### config.mk
export PLATFORM = sky130hd
export DESIGN_NAME = fetch_unit
export DESIGN_NICKNAME = d
export VERILOG_FILES = /design/src/rtl/fetch_unit.sv
export SDC_FILE = /design/constraint.sdc
export NUM_CORES = 1
export LEC_CHECK = 0
export BUFFER_PORTS_ARGS = -buffer_cell sky130_fd_sc_hd__buf_2
export CAP_MARGIN = 20
export CORE_MARGIN = 2
export CORE_UTILIZATION = 47
export CTS_BUF_LIST = sky130_fd_sc_hd__clkbuf_4 sky130_fd_sc_hd__clkbuf_8
export CTS_CLUSTER_DIAMETER = 30
export DETAILED_ROUTE_END_ITERATION = 10
export GPL_TIMING_DRIVEN = 0
export PLACE_DENSITY = 0.79
export SYNTH_ARGS = -nofsm -noshare
export SYNTH_HDL_FRONTEND = slang
export SYNTH_SLANG_ARGS = --single-unit
### constraint.sdc
create_clock -name clk -period 2.65 [get_ports clk]
set_clock_uncertainty 0.2 [all_clocks]
set_input_delay 0.6625 -clock clk [delete_from_list [all_inputs] [get_ports clk]]
set_output_delay 0.6625 -clock clk [all_outputs]
set_load 0.01 [all_outputs]
### src/rtl/fetch_unit.sv
// Instruction-fetch stage: owns the PC, drives inst_mem, and buffers one fetched
// instruction toward decode through a valid/ready handshake. Supports redirects
// and halts when the PC leaves the populated ROM.
// Optional build macro FETCH_PERF_EN adds saturating fetch/stall counters.
module fetch_unit #(
    parameter logic [31:0] RESET_PC  = 32'h0000_0000,
    parameter int unsigned ROM_WORDS = 16
) (
    input  logic        clk,
    input  logic        rst_n,
    output logic [31:0] inst_addr,
    input  logic [31:0] inst_data,
    input  logic        redirect_valid,
    input  logic [31:0] redirect_target,
    output logic        out_valid,
    input  logic        out_ready,
    output logic [31:0] out_instr,
    output logic [31:0] out_pc,
    output logic [31:0] out_pc_plus4,
    output logic        halted
`ifdef FETCH_PERF_EN
    ,
    output logic [15:0] perf_fetch_cnt,
    output logic [15:0] perf_stall_cnt
`endif
);

    typedef enum logic [1:0] {StBoot, StFetch, StHalt} state_e;

    state_e      state_q, state_d;
    logic [31:0] pc_q, pc_d;
    logic        valid_q, valid_d;
    logic [31:0] instr_q, instr_d;
    logic [31:0] opc_q, opc_d;
    logic [31:0] opc4_q, opc4_d;

    logic [31:0] redirect_pc;
    logic        pc_in_rom;
    logic        tgt_in_rom;
    logic        capture;
    logic [1:0]  unused_tgt_lsb;

    // Word-index range check against the populated ROM.
    function automatic logic in_rom(input logic [29:0] word);
        return {2'b00, word} < ROM_WORDS;
    endfunction

    assign unused_tgt_lsb = redirect_target[1:0];
    assign redirect_pc    = {redirect_target[31:2], 2'b00};
    assign pc_in_rom      = in_rom(pc_q[31:2]);
    assign tgt_in_rom     = in_rom(redirect_target[31:2]);

    // Capture: fetching, no redirect, PC in range, and the buffer is free or draining.
    assign capture = (state_q == StFetch) && !redirect_valid && pc_in_rom
                     && (!valid_q || out_ready);

    // Next-state, PC and output-register update; redirect beats range check beats capture.
    always_comb begin
        state_d = state_q;
        pc_d    = pc_q;
        valid_d = valid_q;
        instr_d = instr_q;
        opc_d   = opc_q;
        opc4_d  = opc4_q;
        case (state_q)
            StBoot: begin
                state_d = StFetch;
                if (redirect_valid) begin
                    pc_d = redirect_pc;
                end
            end
            StFetch: begin
                if (redirect_valid) begin
                    // An out-of-range target is caught by the range check next cycle.
                    pc_d    = redirect_pc;
                    valid_d = 1'b0;
                end else if (!pc_in_rom) begin
                    state_d = StHalt;
                    if (out_ready) begin
                        valid_d = 1'b0;
                    end
                end else if (capture) begin
                    instr_d = inst_data;
                    opc_d   = pc_q;
                    opc4_d  = pc_q + 32'd4;
                    valid_d = 1'b1;
                    pc_d    = pc_q + 32'd4;
                end
            end
            StHalt: begin
                if (redirect_valid) begin
                    pc_d    = redirect_pc;
                    valid_d = 1'b0;
                    if (tgt_in_rom) begin
                        state_d = StFetch;
                    end
                end else if (out_ready) begin
                    valid_d = 1'b0;
                end
            end
            default: state_d = StBoot;
        endcase
    end

    // State and datapath registers.
    always_ff @(posedge clk or negedge rst_n) begin
        if (!rst_n) begin
            state_q <= StBoot;
            pc_q    <= RESET_PC;
            valid_q <= 1'b0;
            instr_q <= '0;
            opc_q   <= '0;
            opc4_q  <= '0;
        end else begin
            state_q <= state_d;
            pc_q    <= pc_d;
            valid_q <= valid_d;
            instr_q <= instr_d;
            opc_q   <= opc_d;
            opc4_q  <= opc4_d;
        end
    end

    assign inst_addr    = pc_q;
    assign out_valid    = valid_q;
    assign out_instr    = instr_q;
    assign out_pc       = opc_q;
    assign out_pc_plus4 = opc4_q;
    assign halted       = (state_q == StHalt);

`ifdef FETCH_PERF_EN
    logic        stall;
    logic [15:0] fetch_cnt_q;
    logic [15:0] stall_cnt_q;

    assign stall = (state_q == StFetch) && valid_q && !out_ready;

    // Saturating counters; redirects do not clear them.
    always_ff @(posedge clk or negedge rst_n) begin
        if (!rst_n) begin
            fetch_cnt_q <= '0;
            stall_cnt_q <= '0;
        end else begin
            if (capture && fetch_cnt_q != 16'hFFFF) begin
                fetch_cnt_q <= fetch_cnt_q + 16'd1;
            end
            if (stall && stall_cnt_q != 16'hFFFF) begin
                stall_cnt_q <= stall_cnt_q + 16'd1;
            end
        end
    end

    assign perf_fetch_cnt = fetch_cnt_q;
    assign perf_stall_cnt = stall_cnt_q;
`else
    // Counters compiled out.
`endif

endmodule

After elaboration in Yosys (flattened, before gate mapping)
Index checks and enable logic that the tools add are counted.
{"block": "op_classes", "reduce_logical": 14, "mux": 16, "div_mod_pow": 0, "magnitude_cmp": 2, "shift": 0, "eq_ne": 10, "bitwise_logic": 1, "n_addsub": 1, "mul": 0}
{"cell": "32-bit two-way mux", "count": 4}
{"cell": "32-bit case mux with 2 select lines", "count": 1}
{"cell": "30-bit by 5-bit less-than comparator with 1-bit output (second input constant)", "count": 2}
{"cell": "32-bit by 3-bit adder with 32-bit output (second input constant)", "count": 1}
{"cell": "4-bit AND reduction", "count": 3}
{"cell": "2-bit two-way mux", "count": 4}
{"cell": "2-bit inequality test (second input constant)", "count": 3}
{"cell": "3-bit inequality test (second input constant)", "count": 2}
{"cell": "2-bit case mux with 3 select lines", "count": 1}
{"cell": "1-bit two-way mux", "count": 5}
{"cell": "2-bit by 1-bit inequality test with 1-bit output (second input constant)", "count": 2}
{"cell": "4-bit inequality test (second input constant)", "count": 1}
{"cell": "2-bit nonzero test", "count": 2}
{"cell": "1-bit logical AND", "count": 3}
{"cell": "2-bit by 1-bit equality test with 1-bit output (second input constant)", "count": 1}
{"cell": "2-bit equality test (second input constant)", "count": 1}
{"cell": "1-bit zero test", "count": 2}
{"cell": "2-bit zero test", "count": 1}
{"cell": "1-bit case mux with 2 select lines", "count": 1}
{"cell": "2-bit AND reduction", "count": 1}
{"cell": "2-bit OR reduction", "count": 1}
{"cell": "1-bit logical OR", "count": 1}
{"cell": "1-bit NOT", "count": 1}
{"block": "totals", "out_inout_bits": 130, "ram_bits": 0, "n_memories": 0, "latch_bits": 0, "register_bits": 131, "mem_bits_ro": 0}

Logic depth before layout (Yosys ltp)
Gate-level depths: netlist (run 1).
{"block": "logic_depth", "word_depth": 8, "mapped_depth": 10, "depth_no_buf": 7}

Least setup slack after synthesis (run 1)
No wires, ideal clock.
{"block": "synth_timing", "path_type": "reg-to-reg", "start": "register state_q[0]", "end": "register pc_q[9], in the netlist inst_addr[9]", "period_less_slack_ps": 2564, "stages_incl_launch_ff": 11, "path_buffers": 4, "required_time_ps": 2317, "setup_time_ps": 133, "arrival_ps": 2231, "setup_slack_ps": 86, "cell_sequence": "dfrtp_1 -> inv_1 -> ha_1 -> clkbuf_1 -> or3_1 -> clkbuf_1 -> clkbuf_1 -> clkbuf_1 -> nor2_1 -> o31ai_1 -> o21ai_0"}
{"block": "synth_between", "word_cells_on_any_way": 13, "cone_classes": "eq/ne (5); mux (1); reduce/logical (7)"}
{"item": "start: declaration", "line": "30", "source": "state_e state_q, state_d;"}
{"item": "start signal: assignment", "line": "108", "source": "state_q <= StBoot;"}
{"item": "start signal: assignment", "line": "115", "source": "state_q <= state_d;"}
{"item": "2-bit equality test *"}
{"item": "named net halted", "line": "20", "source": "output logic halted"}
{"item": "2-bit OR reduction (no source line) *"}
{"item": "2-bit by 1-bit inequality test with 1-bit output (no source line) / 2-bit nonzero test (equally long branches)"}
{"item": "4-bit AND reduction (no source line)"}
{"item": "end signal: assignment", "line": "116", "source": "pc_q <= pc_d;"}
{"item": "end: declaration", "line": "31", "source": "logic [31:0] pc_q, pc_d;"}
Mark *: on every way through the listed nets, which the timed path passes. The rest lies on a longest branch.
A chain may end at the register's enable or synchronous reset.

Worst setup path in the final report (run 1)
{"block": "layout_timing", "start": "register pc_q[5], in the netlist inst_addr[5]", "end": "register pc_q[29], in the netlist inst_addr[29]"}
{"block": "layout_between", "elab_chain_cells": 5, "word_cells_on_any_way": 11, "cone_classes": "add/sub (1); order compare (1); eq/ne (2); mux (4); reduce/logical (3)"}
{"item": "32-bit by 3-bit adder with 32-bit output / 30-bit by 5-bit less-than comparator with 1-bit output (equally long branches)", "line": "87, 45"}
{"item": "32-bit two-way mux / 1-bit logical AND (equally long branches)", "line": "82, 54"}
{"item": "32-bit two-way mux / 1-bit logical AND (equally long branches)", "line": "77, 55"}
{"item": "32-bit two-way mux / 3-bit inequality test (equally long branches)"}
{"item": "32-bit case mux with 2 select lines / 4-bit AND reduction (equally long branches)"}
Parallel ways exist; a longest one is shown, timed or not. The select of a mux whose other input is x is not followed.

==> flow_results.org, run 1 <==
** Die
- Die ar. :: between 10000 and 15000 µm²
- Boundary Pins :: roughly 200
- From left edge to right edge, the die measures 113 µm.
- Core Rows :: 39
- Starting Density :: about 48%
- DIE HEIGHT :: 113 µm
- Total core area :: 11500 µm²

** Pwr
- The share of total power dissipated in the clock network is 26.0%.
- In this run the power density over the cells is 865 nW/µm².
- Summing internal, switching and leakage power gives 6.38 mW.
- Switching Share :: 39.0%
- In this run, flip-flops and latches consume 40.5% of the power.
- Static leakage power :: 3.94 nW
- Cell internal power was estimated by the tool at 3.89 mW.
- Summed over all nets, the switching power comes to ~2.5 mW.
- Worst IR drop on VDD :: between 0.3 and 0.4 mV
- Of the total power, combinational logic draws 33.5%.

** Global routing
- Busiest layer in global routing :: met2
- Wire length of the first global-routing pass :: 25200 µm
- Entering global routing, the biggest net connects about 110 pins.
- Global routing used 7.50% of the available met3 tracks.
- Global routing used 32.0% of the available met1 tracks.
- The initial antenna violation count is 0.
- For this run, the total global-route usage over all layers was measured as 25.0%.
- For this run the aggregate overflow at the end of global routing stands at 0.
- Global routing consumed, on the met2 layer, between 30% and 40% of the routing resources.
- The via count of the first global-routing pass was 4930.

** Worst setup path
- Required time of the critical path :: 2.74 ns
- In this run the register-to-register setup slack is 0.10 ns.
- The critical path in this run is classified as register to register.
- The worst setup path is launched from a register.
- Sort of element at the end of the critical path :: register
- Worst path bufs/invs :: 2
- Among cell families on the critical path, the largest total delay comes from simple AND/OR/NAND/NOR gates.
- Slowest cell on the critical path :: nor4_4
- Data arrives at the worst endpoint at 2.63 ns.
- Delay contributed by the slowest stage of the critical path :: 0.56 ns
- Along the worst path, the maximum fanout reaches 10.
- Cells traversed along the worst timing path :: buf_2 > nand4_1 > nor4_4 > clkbuf_2 > a31oi_1 > o31ai_2 > o21ai_0

** Clocking
- The clock passes through at most 2 buffers.
- At the later pin of the worst-skew pair, clock insertion delay measures 0.42 ns.
- Clock buffers created by TritonCTS :: 17
- TritonCTS built the clock tree.
- CTS H-tree lvls :: 4
- Clock sink total :: around 130
- Clock-pin slew was measured on the worst setup and hold paths at ~0.070 ns.
- CTS placed an instance of clkbuf_8 at the clock tree root.

** STA
- Based on the critical path, the design can be clocked at up to roughly 390 MHz.
- Final count of negative-setup-slack endpoints :: 0
- Setup slack on the critical path of the routed design comes to just over 0.1 ns.
- At the pin with the least slew margin, the transition time is roughly 0.70 ns.
- Fin crit share :: 96.1%
- Fin crit period :: 2.55 ns
- Fin. max-slew vios :: 0
- Max_slew headroom :: 53.5%
- The final hold violation count came to 0.

** Place
- Post-detailed-placement cell area :: 6750 µm²
- OpenSTA, run right after detailed placement, puts the worst setup slack at -0.563 ns.
- In this run, placement finished with an instance count of 844.
- Routability Congestion :: 0.982
- Final HPWL from detailed placement :: 11400 µm
- Port buffering added about 190 buffers.

** Route
- Once detail routing completed, the nets flagged for antenna violations numbered 0.
- Detailed-route wire length per cell :: 18.2 µm
- Post-route DRC violation count :: 8
- The detailed router finished its first iteration with 515 violations.
- The final route contains 5020 vias.
- Iteration count of the initial detailed-routing pass :: 8
- After detailed routing, the total wire length is approximately 16000 µm.
- Via density :: roughly 5.7

** Hold path
- The worst hold path belongs to the class input port to register.

** Status
- The run finished, with violations left.
- The checks that failed: DRC.

** Final layout
- For this run, the post-layout net count is 795.
- The number of antenna diodes in the final layout is 0.
- Relative to the synthesized area, the layout overhead comes to 32.1%.
- The finished cells cover 7370 µm².
- Filler-free cell count of the finished design :: 878
- Cells with a size suffix above 1 make up a little over two fifths of the layout.

** Synthesis
- Synthesis produced a netlist whose cell count is slightly above 500.
- Post-synth cell types :: 53
- Number of flops mapped to enable cells by yosys :: 0
- Summing every instance area after synthesis gives between 5000 and 6000 µm².
- Summing the sequential cell areas from Yosys gives 56.1% of the chip area.
- For this run, the number of Yosys warnings is 0.
- Synthesis-stage register bit count :: 125
- Average size of a mapped cell :: 11.0 µm²
- The most used flip-flop cell after synthesis is dfrtp_1.
- In the synthesized netlist the async set-or-reset flop fraction comes to 100%.

** Job
- Max-cap violations :: 0
-- cell usage in the layout, fill, tap and decap left out, types with 13 or more instances in the layout --
| cell | netlist | layout |
|---|---|---|
| buf_2 | 10 | 195 |
| dfrtp_1 | 125 | 125 |
| nor2b_1 | 51 | 51 |
| mux2_2 | 37 | 37 |
| o21ai_0 | 29 | 25 |
| a21oi_1 | 24 | 24 |
| nand2_1 | 24 | 24 |
| nor2_1 | 21 | 21 |
| clkbuf_8 | 0 | 19 |
| o31ai_1 | 21 | 15 |
| clkbuf_2 | 0 | 13 |
| nand3_1 | 13 | 13 |
-- final timing paths --
kind                                               from                      endpoint  cells past startpoint
max reg2reg                    inst_addr[5]$_DFFE_PN0P_     inst_addr[29]$_DFFE_PN0P_                      7
min reg2reg                out_pc_plus4[28]$_DFFE_PN0P_  out_pc_plus4[28]$_DFFE_PN0P_                      1
max                            inst_addr[5]$_DFFE_PN0P_     inst_addr[29]$_DFFE_PN0P_                      7
max in group asynchronous                         rst_n     inst_addr[30]$_DFFE_PN0P_                      3
min in group asynchronous                         rst_n        state_q[1]$_DFFE_PN0P_                      2
min                                       inst_data[31]     out_instr[31]$_DFFE_PN0P_                      2
-- synth_stat cells (3+ instances only) --
master     instances  area share (%)
o21ai_0           29             2.6
a31oi_1           12             1.3
buf_2             10            0.90
ha_1               4            0.90
o31a_1             5            0.79
mux2_2            37             7.5
nand2_1           24             1.6
dfrtp_1          125              56
and2_1             4            0.45
a31o_2             3            0.47
a21oi_1           24             2.2
o31ai_1           21             2.8
buf_4              6            0.81
nor2_1            21             1.4
clkbuf_1          24             1.6
nand3_1           13             1.2
a2bb2oi_1          3            0.47
o22ai_1            3            0.34
or3_1              3            0.34
nor2b_1           51             5.7
nor3_1             9            0.81
nand4_1           10             1.1
nor4_1            16             1.8
a22oi_1            3            0.40
inv_1             10            0.67
-- per-stage QoR --
step	utilization, %	hold slack [ns]	TNS [ns]
after floorplan	-	0.167	0
after global placement	58.4	0.278	-123.52
after detailed placement	58.6	0.281	-33.19
after CTS	62.9	0.245	0
after global routing	64.0	0.249	-0.0136
final	64.0	0.269	0
-- cell type report --
type | instances | area (µm²)
multi-input cells | 335 | 2380
well taps | 143 | 179
plain buffers | 38 | 220
flip-flops and latches | 125 | 3130
clock buffers | 22 | 284
fillers | 967 | 4150
clock inverters | 9 | 113
repair buffers | 196 | 1030
inverters | 10 | 37.5
-- worst register-to-register path, stage by stage (launching register included) --
cell and delay, ns:
dfrtp_1 0.37, buf_2 0.22, nand4_1 0.21, nor4_4 0.56, clkbuf_2 0.35, a31oi_1 0.15
o31ai_2 0.23, o21ai_0 0.13
-- flip-flops by register name (all words and copies together) (netlist names) --
| name | cells |
|---|---|
| inst_addr | 30 |
| out_pc | 30 |
| state_q | 2 |
| out_instr | 32 |
| out_pc_plus4 | 30 |
| out_valid | 1 |
-- per-layer routing --
metal / vias to the layer above / share of wire, %
met4: 0 / 3.3
met3: 49 / 9.3
met1: 2415 / 40
met5: - / 0
li1: 2253 / -
met2: 303 / 48
-- what timing repair did --
| action | CTS | global route |
|---|---|---|
| hold buffers | 1 | 0 |
| pin swaps | 1 | 3 |
| setup buffers | 1 | 4 |
| hold endpoints to repair | 18 | 0 |
| endpoints found under the setup margin | 114 | 114 |
| resized for setup | 21 | 38 |
-- logic make-up after synthesis --
family / synth area share, %
AO/OA/AOI/OAI: 14.3
XOR/XNOR: 0.471
adder cells (fa/ha/maj): 0.898
buffers and inverters: 4.20
flip-flops: 56.1
multiplexers: 7.83
other: 0.0672
AND/OR/NAND/NOR: 16.1
-- power by group through the flow --
| stage | combinational (mW) | clock, mW | sequential, mW |
|---|---|---|---|
| after global routing | 2.31 | 1.77 | 2.61 |
| final | 2.14 | 1.66 | 2.58 |
| after detailed placement | 1.93 | 0 | 2.55 |
| after global placement | 1.87 | 0 | 2.54 |
| after CTS | 1.99 | 1.69 | 2.53 |
| after floorplan | 1.11 | 0 | 2.56 |
No activity file was read; power rests on OpenSTA's default activity.
==> run 2, diff against run 1 <==
--- a/config.mk
+++ b/config.mk
@@ -5,15 +5,15 @@
 export SDC_FILE = /design/constraint.sdc
 export NUM_CORES = 1
 export LEC_CHECK = 0
+export ABC_AREA = 1
 export BUFFER_PORTS_ARGS = -buffer_cell sky130_fd_sc_hd__buf_2
 export CAP_MARGIN = 20
 export CORE_MARGIN = 2
-export CORE_UTILIZATION = 47
+export CORE_UTILIZATION = 31
 export CTS_BUF_LIST = sky130_fd_sc_hd__clkbuf_4 sky130_fd_sc_hd__clkbuf_8
 export CTS_CLUSTER_DIAMETER = 30
 export DETAILED_ROUTE_END_ITERATION = 10
 export GPL_TIMING_DRIVEN = 0
-export PLACE_DENSITY = 0.79
 export SYNTH_ARGS = -nofsm -noshare
 export SYNTH_HDL_FRONTEND = slang
 export SYNTH_SLANG_ARGS = --single-unit
==> constraint.sdc (replaced) <==
create_clock -name clk -period 2.3 [get_ports clk]
set_clock_uncertainty 0.2 [all_clocks]
set_input_delay 0.575 -clock clk [delete_from_list [all_inputs] [get_ports clk]]
set_output_delay 0.575 -clock clk [all_outputs]
set_load 0.01 [all_outputs]
==> run 2 against run 1 <==
Net effect: register-to-register slack better by 0.02 ns; via count grew 14%; die area is 64% higher; core utilization down 23 points; total power increased by 19%; worst setup slack better by 0.021 ns; critical path depth rose by 1; cell count is 47% higher; global-route usage shrank 7.6 points; the run now ends clean; largest cell class unchanged; sequential power increased by 18%; hold slack worse by 0.098 ns.
==> flow_results.org, run 2 <==
** Final layout
- Largest register FFs :: 32 (unchanged)
- Fillcell total :: 2071 (was 967)
- The number of nets in the layout was 1087 (was 795).
- The area added between synthesis and finish came to 29.0% (was 32.1%).
- Filler-free cell count of the finished design :: 1294 (was 878)
- Fraction of layout instances using a drive strength above 1 :: 26.0% (was 43.7%)
- Most frequent cells in the layout :: nand2_1 (276), buf_2 (192), inv_1 (132) (was buf_2 (195), dfrtp_1 (125), nor2b_1 (51))
- The most frequent standard cell in the layout excluding fill and tap cells is nand2_1 (was buf_2).

** Place
- Number of port buffers :: 189 (unchanged)
- The worst slack after detailed placement is -0.169 ns (was -0.563 ns).
- Dpl cells :: 1261 (was 844)
- The weighted congestion reported at the end of routability-driven placement was 0.972 (was 0.982).
- Final HPWL from detailed placement :: 14100 µm (was 11400 µm)

** STA
- The minimum setup slack in the final design was 0.124 ns (was 0.103 ns).
- The portion of the clock cycle consumed by the worst path in the final layout was 94.6% (was 96.1%).
- The final critical-path required period was 2.18 ns (was 2.55 ns).
- The final hold violation count is 0 (unchanged).
- Final count of negative-setup-slack endpoints :: 0 (unchanged)
- The total negative setup slack came to 0 ns (unchanged).
- The slew at the pin closest to its max-slew limit was 0.723 ns (was 0.697 ns).
- The number of pins with negative max-slew slack in the final report came to 0 (unchanged).
- The highest attainable clock frequency is 460 MHz (was 393 MHz).
- Setup repair after global routing left no endpoint under its margin.
- The worst slew margin relative to its limit came to 51.5% (was 53.5%).

** Worst setup path
- Data arrival time of the critical path :: 2.31 ns (was 2.63 ns)
- The kind of end point of the critical path is a register (unchanged).
- Startpoint kind of the worst setup timing path :: register (unchanged)
- The endpoint required time on the critical path was 2.43 ns (was 2.74 ns).
- Type of the worst setup path :: register to register (unchanged)
- The maximum fanout count along the critical path came to 7 (was 10).
- RR Startpoint :: inst_addr[2]$_DFFE_PN0P_ (was inst_addr[5]$_DFFE_PN0P_)
- The terminus of the critical flop-to-flop path is inst_addr[18]$_DFFE_PN0P_ (was inst_addr[29]$_DFFE_PN0P_).
- The register-to-register setup slack came to 0.12 ns (was 0.10 ns).
- Worst R2R Path Depth :: 8 (was 7)

** Synthesis
- The portion of the post-synthesis area used by sequential elements came to 51.2% (was 56.1%).
- Synth area leaders :: dfrtp_1 (51%), nand2_1 (17%), inv_1 (8.1%) (was dfrtp_1 (56%), mux2_2 (7.5%), nor2b_1 (5.7%))
- Prevailing post-synth register cell :: dfrtp_1 (unchanged)
- Synthesis-stage register bit count :: 125 (unchanged)
- Cell types with the highest counts after synthesis :: nand2_1 (276), inv_1 (132), dfrtp_1 (125), nor2_1 (75), nand3_1 (41) (was dfrtp_1 (125), nor2b_1 (51), mux2_2 (37), o21ai_0 (29))
- The number of enable-type register cells in the synthesized netlist is 0 (unchanged).
- FFs w/ async S/R, synth :: 100% (unchanged)
- The number of warnings reported in the yosys synthesis log came to 0 (unchanged).
- Post-synth cell types :: 29 (was 53)
- Netlist area before placement :: 6110 µm² (was 5580 µm²)
- The cell count after synthesis is 801 (was 506).
- The portion of synthesized cell area occupied by the leading cell type is 51.2% (was 56.1%).
- The average cell area after synthesis came to 7.63 µm² (was 11.0 µm²).
- The library cell with the highest instance count after synthesis is nand2_1 (was dfrtp_1).
- The library cell with the largest summed area after synthesis is dfrtp_1 (unchanged).

** Die
- The die span in x came to 144 µm (was 113 µm).
- The row count is 51 (was 39).
- Boundary Pins :: 198 (unchanged)
- Total core area :: 19400 µm² (was 11500 µm²)
- The y dimension of the die came to 144 µm (was 113 µm).
- Die ar. :: 20900 µm² (was 12800 µm²)
- The initial core utilization is 31.5% (was 48.4%).

** Job
- Max-cap violations :: 0 (unchanged)

** Status
- Run status: finished clean (was finished, violations left).

** Route
- Detail Route met2 WL :: 8380 µm (was 7650 µm)
- Detailed router's first-iteration violation count :: 232 (was 515)
- Remaining number of nets flagged by the antenna check after routing :: 0 (unchanged)
- The ratio of routed vias to standard cells is 4.41 (was 5.72).
- The highest metal layer used by the detailed router is met4 (unchanged).
- The wire length on met1 came to 8230 µm (was 6300 µm).
- Via total after detailed routing :: 5713 (was 5020)
- The met3 wire length is 1350 µm (was 1480 µm).
- The average wire per cell in the routed design is 14.1 µm (was 18.2 µm).
- Routed Wire Length :: 18200 µm (was 16000 µm)
- Iteration count of the initial detailed-routing pass :: 5 (was 8)
- The DRC violation count after routing came to 0 (was 8).

** Hold path
- The path class of the lowest-slack min-delay path is input port to register (unchanged).
- Hold Startpoint :: inst_data[20] (was inst_data[31])
- Hold EP :: out_instr[20]$_DFFE_PN0P_ (was out_instr[31]$_DFFE_PN0P_)
- The number of cells traversed by the worst hold path is 3 (was 2).

** Global routing
- The via count of the first global-routing pass is 5255 (was 4930).
- The total grt overflow came to 0 (unchanged).
- The global-route wire length before repair is 27800 µm (was 25200 µm).
- Combined global-route utilization of all metal layers :: 17.4% (was 25.0%)
- The initial antenna violation count is 1 (was 0).
- Largest net degree at the start of global routing :: 76 (was 108)

** Clocking
- Clock buffers created by TritonCTS :: 17 (unchanged)
- The clock latency at the later pin of the worst-skew pair came to 0.44 ns (was 0.42 ns).
- CTS clk-pin slew, worst paths :: 0.08 ns (was 0.07 ns)
- Clk root buf :: clkbuf_8 (unchanged)
- The number of post-CTS setup repair buffers was 0 (was 1).
- Clock sink total :: 125 (unchanged)
- The level count of the clock H-tree is 4 (unchanged).
- The maximum buffer depth of the clock tree was 2 (unchanged).
- TritonCTS clock tree :: done (unchanged)

** Pwr
- Worst IR drop on VDD :: 0.503 mV (was 0.399 mV)
- Static leakage power :: 4.72 nW (was 3.94 nW)
- The total power density per cell area was 960 nW/µm² (was 865 nW/µm²).
- The overall power after layout came to 7.57 mW (was 6.38 mW).
## run 2: cell count changes after synthesis, sizes merged, moves of 15 or more
| cell | change |
|---|---|
| mux2 | -37 |
| clkbuf | -15 |
| nor2 | +55 |
| nand3 | +29 |
| nor4 | -18 |
| o31ai | -21 |
| inv | +124 |
| o21ai | +33 |
| a21oi | -21 |
| nand2 | +253 |
| nor2b | -51 |
## run 2: power by group
part / internal (mW) / switching [mW] / total (mW)
clock: 1.01 / 0.980 / 1.99
combinational: 0.918 / 1.62 / 2.54
sequential: 2.50 / 0.540 / 3.04
total: 4.43 / 3.14 / 7.57
## run 2: metal layers
metal / up-vias / global-route usage, %
li1: 2851 / -
met1: 2634 / 22.7
met2: 211 / 29.0
met3: 17 / 3.94
met4: 0 / 5.26
met5: - / 0
## run 2: final cells by class
cell class,count,area [µm²],share of cell area (%)
diodes,1,2.50,0.0317
plain buffers,32,251,3.19
clock buffers,18,248,3.14
clock inverters,14,159,2.02
inverters,134,503,6.38
multi-input cells,514,2270,28.8
flip-flops and latches,125,3130,39.7
well taps,265,332,4.21
repair buffers,191,990,12.6
## run 2: stage by stage
step	hold slack, ns	area, µm²	util (%)
after floorplan	0.0794	6130	-
after global placement	0.244	7410	38.2
after detailed placement	0.247	7440	38.4
after CTS	0.142	7860	40.5
after global routing	0.154	7880	40.6
final	0.171	7880	40.6
## run 2: logic make-up after synthesis
| kind of cell | synth area share (%) |
|---|---|
| xor gates and xnor gates | 1.29 |
| DFF | 51.2 |
| and+or+nand+nor | 28.5 |
| AOI/OAI and AO/OA | 5.59 |
| other | 0.0614 |
| buffers and inverters | 12.3 |
| muxes | 0.328 |
| adders and majority gates | 0.819 |
## run 2: critical path, stage by stage (launching register included)
cell and delay (ns):
dfrtp_1 0.49, ha_1 0.35, nand3_1 0.26, inv_1 0.17, nand2_1 0.14, o21ai_0 0.20
nand3_1 0.12, nand4_1 0.08, nand2_1 0.06
## run 2: worst max-delay path by stage
stage | cells past startpoint | startpoint | endpoint | slack (ns)
4_1_cts | 10 | state_q[0]$_DFFE_PN0P_ | inst_addr[22]$_DFFE_PN0P_ | 0.07
3_5_place_dp | 9 | redirect_valid | inst_addr[22]$_DFFE_PN0P_ | -0.17
3_3_place_gp | 1 | rst_n | inst_addr[23]$_DFFE_PN0P_ | -1.27
6_report | 8 | inst_addr[2]$_DFFE_PN0P_ | inst_addr[18]$_DFFE_PN0P_ | 0.12
2_1_floorplan | 10 | state_q[0]$_DFFE_PN0P_ | inst_addr[29]$_DFFE_PN0P_ | 0.41
5_1_grt | 12 | inst_addr[25]$_DFFE_PN0P_ | inst_addr[25]$_DFFE_PN0P_ | 0.002
## run 2: timing repair
| item | 4_1_cts | 5_1_grt |
|---|---|---|
| gates resized for setup | 2 | 9 |
| hold buffers | 1 | 0 |
| hold endpoints to repair | 50 | 0 |
| cloned | 0 | 0 |
| pin swaps | 0 | 0 |
| setup endpoints to repair | 12 | 90 |
